### config.mk
export PLATFORM = sky130hd
export DESIGN_NAME = ex_div_ctrl
export DESIGN_NICKNAME = d
export VERILOG_FILES = /design/src/rtl/ex_div_ctrl.sv
export SDC_FILE = /design/constraint.sdc
export NUM_CORES = 1
export LEC_CHECK = 0
export CAP_MARGIN = 25
export CORE_ASPECT_RATIO = 1.25
export CORE_MARGIN = 10
export CORE_UTILIZATION = 40
export CTS_BUF_LIST = sky130_fd_sc_hd__clkbuf_4 sky130_fd_sc_hd__clkbuf_8
export DETAILED_ROUTE_END_ITERATION = 7
export HOLD_SLACK_MARGIN = 0.06
export SKIP_LAST_GASP = 1
export SLEW_MARGIN = 20
export SYNTH_ARGS = -nofsm -noshare
export SYNTH_HDL_FRONTEND = slang
export SYNTH_SLANG_ARGS = --single-unit
### constraint.sdc
create_clock -name clk -period 7 [get_ports clk]
set_input_delay 1.4 -clock clk [delete_from_list [all_inputs] [get_ports clk]]
set_output_delay 1.4 -clock clk [all_outputs]
set_load 0.1 [all_outputs]
### src/rtl/ex_div_ctrl.sv
// rtl/ex_div_ctrl.sv - multi-cycle restoring divide sequencer for DIV/DIVU in EX
// Returns {remainder, quotient}; holds the result while EX keeps start_i high.
module ex_div_ctrl (
  input  logic        clk,
  input  logic        rst,
  input  logic        start_i,
  input  logic        signed_i,
  input  logic [31:0] opdata1_i,
  input  logic [31:0] opdata2_i,
  input  logic        annul_i,
  output logic [63:0] result_o,
  output logic        ready_o,
  output logic        busy_o,
  output logic        stallreq_o
);

  typedef enum logic [1:0] {S_IDLE, S_BYZERO, S_ON, S_END} state_t;

  state_t      state_q;
  logic [5:0]  cnt_q;
  logic [31:0] rem_q;
  logic [31:0] quo_q;
  logic [31:0] dvs_q;
  logic        sgn_q;
  logic        dvd_neg_q;
  logic        dvs_neg_q;
  logic [63:0] result_q;
  logic        ready_q;
  logic        busy_q;

  logic [32:0] trial;
  logic [32:0] diff;
  logic        take;
  logic [31:0] rem_d;
  logic [31:0] quo_d;
  logic [31:0] quo_fix;
  logic [31:0] rem_fix;
  logic        dvd_neg_in;
  logic        dvs_neg_in;
  logic [31:0] dvd_abs;
  logic [31:0] dvs_abs;

  // Partial remainder stays below the divisor, so the borrow of trial-divisor decides each bit.
  always_comb begin
    trial      = {rem_q, quo_q[31]};
    diff       = trial - {1'b0, dvs_q};
    take       = ~diff[32];
    rem_d      = take ? diff[31:0] : trial[31:0];
    quo_d      = {quo_q[30:0], take};
    quo_fix    = (sgn_q & (dvd_neg_q ^ dvs_neg_q)) ? (~quo_d + 32'd1) : quo_d;
    rem_fix    = (sgn_q & dvd_neg_q) ? (~rem_d + 32'd1) : rem_d;
    dvd_neg_in = signed_i & opdata1_i[31];
    dvs_neg_in = signed_i & opdata2_i[31];
    dvd_abs    = dvd_neg_in ? (~opdata1_i + 32'd1) : opdata1_i;
    dvs_abs    = dvs_neg_in ? (~opdata2_i + 32'd1) : opdata2_i;
  end

  always_ff @(posedge clk) begin
    if (rst || annul_i) begin
      state_q   <= S_IDLE;
      cnt_q     <= 6'd0;
      rem_q     <= 32'd0;
      quo_q     <= 32'd0;
      dvs_q     <= 32'd0;
      sgn_q     <= 1'b0;
      dvd_neg_q <= 1'b0;
      dvs_neg_q <= 1'b0;
      result_q  <= 64'd0;
      ready_q   <= 1'b0;
      busy_q    <= 1'b0;
    end else begin
      case (state_q)
        S_IDLE: begin
          if (start_i) begin
            busy_q <= 1'b1;
            if (opdata2_i == 32'd0) begin
              state_q <= S_BYZERO;
            end else begin
              state_q   <= S_ON;
              quo_q     <= dvd_abs;
              dvs_q     <= dvs_abs;
              sgn_q     <= signed_i;
              dvd_neg_q <= dvd_neg_in;
              dvs_neg_q <= dvs_neg_in;
              rem_q     <= 32'd0;
              cnt_q     <= 6'd0;
            end
          end
        end
        S_BYZERO: begin
          state_q  <= S_END;
          ready_q  <= 1'b1;
          result_q <= 64'd0;
        end
        S_ON: begin
          rem_q <= rem_d;
          quo_q <= quo_d;
          cnt_q <= cnt_q + 6'd1;
          if (cnt_q == 6'd31) begin
            state_q  <= S_END;
            ready_q  <= 1'b1;
            result_q <= {rem_fix, quo_fix};
          end
        end
        S_END: begin
          if (!start_i) begin
            state_q  <= S_IDLE;
            ready_q  <= 1'b0;
            busy_q   <= 1'b0;
            result_q <= 64'd0;
          end
        end
        default: begin
          state_q <= S_IDLE;
          busy_q  <= 1'b0;
          ready_q <= 1'b0;
        end
      endcase
    end
  end

  assign result_o   = result_q;
  assign ready_o    = ready_q;
  assign busy_o     = busy_q;
  assign stallreq_o = start_i & ~ready_q & ~annul_i;

endmodule

==> run_results.csv, run 1 <==
group,metric,value,unit
worst_setup_path,arrival,6010,ps
worst_setup_path,crit_chain,"inv_1, ha_1, inv_1, fa_1, a211oi_2, o31a_1, a2111o_1, a2111oi_0, nor3_1, buf_4, nor2_4, buf_4, mux2i_1, ha_1, nand2_1, nor3_1, mux2i_1, a21oi_1, nand3_1, and3b_1, a211o_1",
die,rows,70,
synth,netlist_area,0.0119,mm2
clocking,clk_pin_slew,100,ps
finish,final_cell_mix,"188 x nand2_1, 176 x nor2_1, 173 x dfxtp_1",
worst_setup_path,crit_path_max_fanout,38,
synth,ys_seq_area_share,29.2,%
synth,syn_nets,1708,
routing,vias,11800,
worst_setup_path,cp_top_family,"compound AO/OA/AOI/OAI gates",
clocking,cts_buffer_depth,2,
clocking,post_cts_buffers,0,
global_routing,grt_pass1_wl,62800,um
pwr,power_switching,0.000888,W
placed_design,finalWeightedCongestion,0.915,
synth,yosys_register_bits,173,
routing,viasPerCell,5.66,
finish,area_delta_synth_final,17.5,%
finish,layout_commonest_cell,"nand2_1",
synth,synthTopCellsByArea,"dfxtp_1 29%, a21oi_1 6.0%, nand2_1 6.0%",
run_status,status,"finished, final reports clean",
synth,avgSynthCellArea,7.42,um2
sta,hold_viol_final,0,
pwr,p_int,0.00163,W
worst_setup_path,worst_path_largest_cell_delay,580,ps
sta,setup-violations-final,0,
sta,clock.fmax,178,MHz
synth,synth_top_area_share,29.2,%
finish,nets,1785,
pwr,ir_drop,0.000112,V
synth,synth_ff_type,"dfxtp_1",
worst_setup_path,cp-start-kind,"register",
clocking,hold_buffers,0,
finish,multi_input_area,0.00781,mm2
routing,wl_per_cell,18.9,um
die,die-area,0.0370,mm2
placed_design,dp.cells,2051,
synth,synth_async_sr_flop_share,0,%
sta,grt_setup_unrepaired,"no",
global_routing,grt_pass1_vias,11800,
finish,layout-drive-gt1-share,5.22,%
routing,wirelength,39400,um
routing,antenna_left,0,
pwr,leakage,5.00,nW
clocking,numCtsBuffers,17,
pwr,seqPwrFrac,40.8,%
placed_design,dp_hpwl,29800,um
clocking,h-tree-depth,4,
clocking,ctsResizeCount,0,
sta,drv_slew,0,
synth,synth_cells,1597,
clocking,clock-root-buffer,"clkbuf_8",
die,fp.dieW,174,um
sta,relSlewSlack,31.0,%
clocking,worstSkewPairLatency,500,ps
die,dieHeight,212,um
sta,fin_crit,5620,ps
sta,worstMarginPinSlew,1030,ps
finish,diodes,0,
sta,finalCritPeriodShare,80.3,%
worst_setup_path,crit_buf_inv,4,
sta,setup_tns,0,ps
pwr,sw_frac_of_total,35.3,%
routing,drt_iter0_drc,759,
global_routing,overflow,0,
global_routing,grt_max_degree,88,
sta,clock_skew,19.1,ps
global_routing,grt_antenna_before_repair,0,
finish,nFillCells,2994,
worst_setup_path,path_class,"register to register",
routing,drc,0,
clocking,cts_sinks,173,
die,core,0.0293,mm2
pwr,comb_power_share,28.2,%
worst_hold_path,hold_path.class,"register to register",
synth,yosysWarnings,0,
pwr,p_per_area,181,mW/mm2
finish,final_cells,2082,
clocking,cts_tree,"yes",
placed_design,port_buffers,135,
worst_setup_path,cp_slowest_cell,"a2111oi_0",
synth,synth_top_area_cell,"dfxtp_1",
worst_setup_path,worstSetupEndpointType,"register",
synth,synth_cell_types,72,
job,maxCapViolations,0,
finish,layout.area.seq,0.00346,mm2
global_routing,grtUsageTotal,20.9,%
pwr,clockPowerShare,31.0,%
die,initial_utilization,40.5,%
synth,synth_edf_count,0,
die,ios,136,
worst_setup_path,cp.required,7390,ps
routing,drt_first_pass_iters,5,
==> final timing paths <==
path	start	slack, ps	to	cells past startpoint
max reg2reg	quo_q[31]$_SDFFE_PP0P_	1380	result_o[62]$_SDFFE_PP0P_	21
min reg2reg	dvs_q[18]$_SDFFE_PP0P_	450	dvs_q[18]$_SDFFE_PP0P_	2
max	quo_q[31]$_SDFFE_PP0P_	1380	result_o[62]$_SDFFE_PP0P_	21
min	dvs_q[18]$_SDFFE_PP0P_	450	dvs_q[18]$_SDFFE_PP0P_	2
==> worst min-delay path: cells and delay by family, from the launching register on <==
kind / cells / cell delay, ps
DFF: 1 / 320
and+or+nand+nor: 1 / 50
AOI/OAI and AO/OA: 1 / 50
==> registers in the layout (all words and copies together), names as in the netlist <==
| register | flops |
|---|---|
| cnt_q | 6 |
| rem_q | 32 |
| dvd_neg_q | 1 |
| dvs_q | 32 |
| sgn_q | 1 |
| result_o | 64 |
| busy_o | 1 |
| dvs_neg_q | 1 |
| quo_q | 32 |
| ready_o | 1 |
| state_q | 2 |
==> power groups by stage <==
| stage | combinational [W] | clock, W | sequential [W] |
|---|---|---|---|
| after floorplan | 0.000476 | 0 | 0.00105 |
| after global placement | 0.000701 | 0 | 0.00105 |
| after detailed placement | 0.000701 | 0 | 0.00105 |
| after CTS | 0.000704 | 0.000790 | 0.00102 |
| after global routing | 0.000776 | 0.000826 | 0.00103 |
| final | 0.000710 | 0.000779 | 0.00103 |
==> logic make-up (layout without fill, tap and decap cells) <==
| group | after synthesis | in the layout | share of synthesized area, % |
|---|---|---|---|
| and+or+nand+nor | 557 | 557 | 21.2 |
| buffers and inverters | 162 | 251 | 5.27 |
| adders and majority gates | 42 | 42 | 4.50 |
| AOI/OAI and AO/OA | 489 | 489 | 26.5 |
| muxes | 36 | 36 | 3.15 |
| DFF | 173 | 173 | 29.2 |
| xor gates and xnor gates | 138 | 138 | 10.2 |
==> per-stage QoR <==
stage,utilization [%],setup WS [ps],cell area (um2),power [W],hold WS [ps]
6_report,47.6,1380,13900,0.00251,454
4_1_cts,47.6,1470,13900,0.00252,456
2_1_floorplan,-,1720,11900,0.00153,432
5_1_grt,47.6,939,13900,0.00263,477
3_3_place_gp,46.2,1460,13500,0.00175,437
3_5_place_dp,46.2,1380,13500,0.00175,444
==> metal layers <==
layer | GRT usage [%] | up-vias | wire [um]
met5 | 0 | - | 0
met4 | 10.2 | 0 | 1620
met3 | 3.00 | 85 | 1300
met2 | 39.3 | 288 | 20700
met1 | 22.4 | 5552 | 15800
li1 | - | 5859 | -
==> cells in the mapped netlist (all sizes together) (12+ instances only) <==
cell type / n
or3: 20
xor2: 63
dfxtp: 173
a21boi: 12
nand3: 51
o31ai: 19
ha: 41
nor2: 178
a32oi: 14
nor3: 33
a31oi: 12
a21oi: 144
a211oi: 45
clkbuf: 81
nand2: 188
a22oi: 36
xnor2: 75
o21ai: 125
buf: 13
inv: 68
mux2i: 26
nor4: 19
==> layout make-up <==
| class | instances | area share, % |
|---|---|---|
| clock inverter | 12 | 1.14 |
| timing repair buffer | 152 | 10.7 |
| clock buffer | 19 | 1.83 |
| multi-input combinational | 1262 | 56.1 |
| sequential | 173 | 24.9 |
| tap | 396 | 3.56 |
| inverter | 68 | 1.83 |
(Power assumes the default switching activity.)
==> run 2, diff against run 1 <==
==> constraint.sdc (replaced) <==
create_clock -name clk -period 4.5 [get_ports clk]
set_input_delay 0.9 -clock clk [delete_from_list [all_inputs] [get_ports clk]]
set_output_delay 0.9 -clock clk [all_outputs]
set_load 0.1 [all_outputs]
==> run 2 against run 1 <==
Via count rose by 2.5%. Utilization grew 2.2 points. Critical path type unchanged. Clock power up 50%. Register-to-register slack got worse by 1200 ps. Largest cell class unchanged. First-iteration DRC count increased by 14%.
==> run_results.csv, run 2 (synthesis gave the netlist of run 1 again) <==
group,metric,value,unit
finish,diodes,0,
sta,clock.fmax,232,MHz
sta,hold_viol_final,0,
clocking,cts_sinks,173,
clocking,clk_pin_slew,90,ps
worst_setup_path,cp_top_family,"compound AO/OA/AOI/OAI gates",
pwr,leakage,5.32,nW
routing,antenna_left,0,
finish,layout_commonest_cell,"nand2_1",
job,maxCapViolations,0,
clocking,h-tree-depth,4,
pwr,ir_drop,0.000165,V
routing,drc,0,
routing,viasPerCell,5.63,
routing,drt_iter0_drc,866,
pwr,p_per_area,272,mW/mm2
sta,clock_skew,18.2,ps
finish,layout-drive-gt1-share,9.71,%
global_routing,grt_pass1_vias,12000,
global_routing,grt_pass1_wl,63700,um
sta,relSlewSlack,31.2,%
die,die-area,0.0370,mm2
sta,holdWs,456,ps
sta,finalCritPeriodShare,95.9,%
finish,nets,1848,
finish,area_delta_synth_final,22.9,%
sta,worstMarginPinSlew,1030,ps
worst_setup_path,crit_chain,"inv_1, ha_2, inv_2, fa_2, a211oi_2, o31a_1, a2111o_1, a2111oi_2, nor3_2, nor2_4, mux2i_2, ha_2, inv_1, nor2_1, mux2i_4, a21oi_4, nand3_1, and3b_1, a211o_1",
worst_setup_path,cp-start-kind,"register",
finish,final_cells,2146,
sta,grt_setup_unrepaired,"yes",
routing,wl_per_cell,18.7,um
finish,final_cell_mix,"187 x nand2_1, 176 x nor2_1, 172 x dfxtp_1",
clocking,worstSkewPairLatency,500,ps
routing,drt_first_pass_iters,6,
worst_setup_path,path_class,"register to register",
worst_setup_path,cp_slowest_cell,"a2111o_1",
finish,largest_reg_flops,64,
worst_setup_path,crit_buf_inv,3,
die,initial_utilization,40.5,%
worst_setup_path,cp.required,4890,ps
global_routing,grtUsageTotal,21.3,%
clocking,cts_tree,"yes",
clocking,numCtsBuffers,17,
die,fp.dieW,174,um
routing,wirelength,40200,um
placed_design,dp_hpwl,30800,um
die,ios,136,
worst_hold_path,hold_path.class,"register to register",
run_status,status,"finished, final reports clean",
global_routing,overflow,0,
sta,setup-violations-final,0,
clocking,clock-root-buffer,"clkbuf_8",
worst_setup_path,worstSetupEndpointType,"register",
die,rows,70,
sta,drv_slew,0,
placed_design,port_buffers,135,
worst_setup_path,arrival,4710,ps
clocking,cts_buffer_depth,2,
placed_design,finalWeightedCongestion,0.928,
die,core,0.0293,mm2
global_routing,grt_max_degree,85,
sta,setup_tns,0,ps
placed_design,dp.cells,2108,
global_routing,grt_antenna_before_repair,0,
routing,vias,12100,
die,dieHeight,212,um
worst_setup_path,crit_path_max_fanout,5,
sta,fin_crit,4320,ps
worst_setup_path,worst_path_largest_cell_delay,510,ps
run 2: cell count changes in the layout (fill, tap and decap cells not counted), moves of 3 or more:
cell	change
buf_4	+60
ha_1	-3
o21ai_0	-4
o21ai_1	+3
run 2: path summary, 6_finish.rpt:
kind	startpoint	slack, ps	depth (start not counted)	to
min reg2reg	result_o[52]$_SDFFE_PP0P_	460	2	result_o[52]$_SDFFE_PP0P_
max	quo_q[31]$_SDFFE_PP0P_	180	19	result_o[62]$_SDFFE_PP0P_
max reg2reg	quo_q[31]$_SDFFE_PP0P_	180	19	result_o[62]$_SDFFE_PP0P_
min	result_o[52]$_SDFFE_PP0P_	460	2	result_o[52]$_SDFFE_PP0P_
run 2: worst reg2reg max path, stage by stage (launching register included):
cell and delay (ps):
dfxtp_2 330, inv_1 40, ha_2 190, inv_2 60, fa_2 210, a211oi_2 70, o31a_1 330, a2111o_1 510
a2111oi_2 420, nor3_2 130, nor2_4 220, mux2i_2 260, ha_2 240, inv_1 70, nor2_1 200, mux2i_4 150
a21oi_4 220, nand3_1 120, and3b_1 180, a211o_1 260
run 2: cell type report:
type,instances,area [um2]
timing repair buffer,215,2010
fill,3016,14700
tap,396,495
clock inverter,12,135
multi-input combinational,1262,7930
inverter,68,258
clock buffer,20,275
sequential,173,3460
run 2: per-stage QoR:
stage | util [%] | setup slack [ps] | area, um2 | total power, W
floorplan | - | 2.17 | 12000 | 0.00240
global placement | 48.0 | 91.3 | 14000 | 0.00279
detailed placement | 48.0 | 42.7 | 14000 | 0.00280
CTS | 49.4 | 85.8 | 14400 | 0.00396
global route | 49.8 | -107 | 14600 | 0.00416
finish | 49.8 | 184 | 14600 | 0.00396
run 2: where the power goes:
| group | leakage, nW | internal, W | switching (W) |
|---|---|---|---|
| Sequential | 1.40 | 0.00156 | 0.0000319 |
| Clock | 0.203 | 0.000542 | 0.000628 |
| Combinational | 3.72 | 0.000456 | 0.000744 |
run 2: routing by layer:
metal | share of wire (%) | track usage, % | up-vias | wire [um]
li1 | - | - | 5989 | -
met1 | 39 | 22.6 | 5696 | 15600
met2 | 53 | 40.4 | 304 | 21200
met3 | 3.7 | 2.96 | 86 | 1480
met4 | 4.5 | 10.7 | 0 | 1810
met5 | 0 | 0 | - | 0
run 2: timing repair:
| item | in CTS | in global routing |
|---|---|---|
| setup endpoints to repair | 0 | 17 |
| setup buffers | 0 | 5 |
| hold buffers | 0 | 0 |
| resized for setup | 0 | 10 |
| hold endpoints to repair | 0 | 0 |
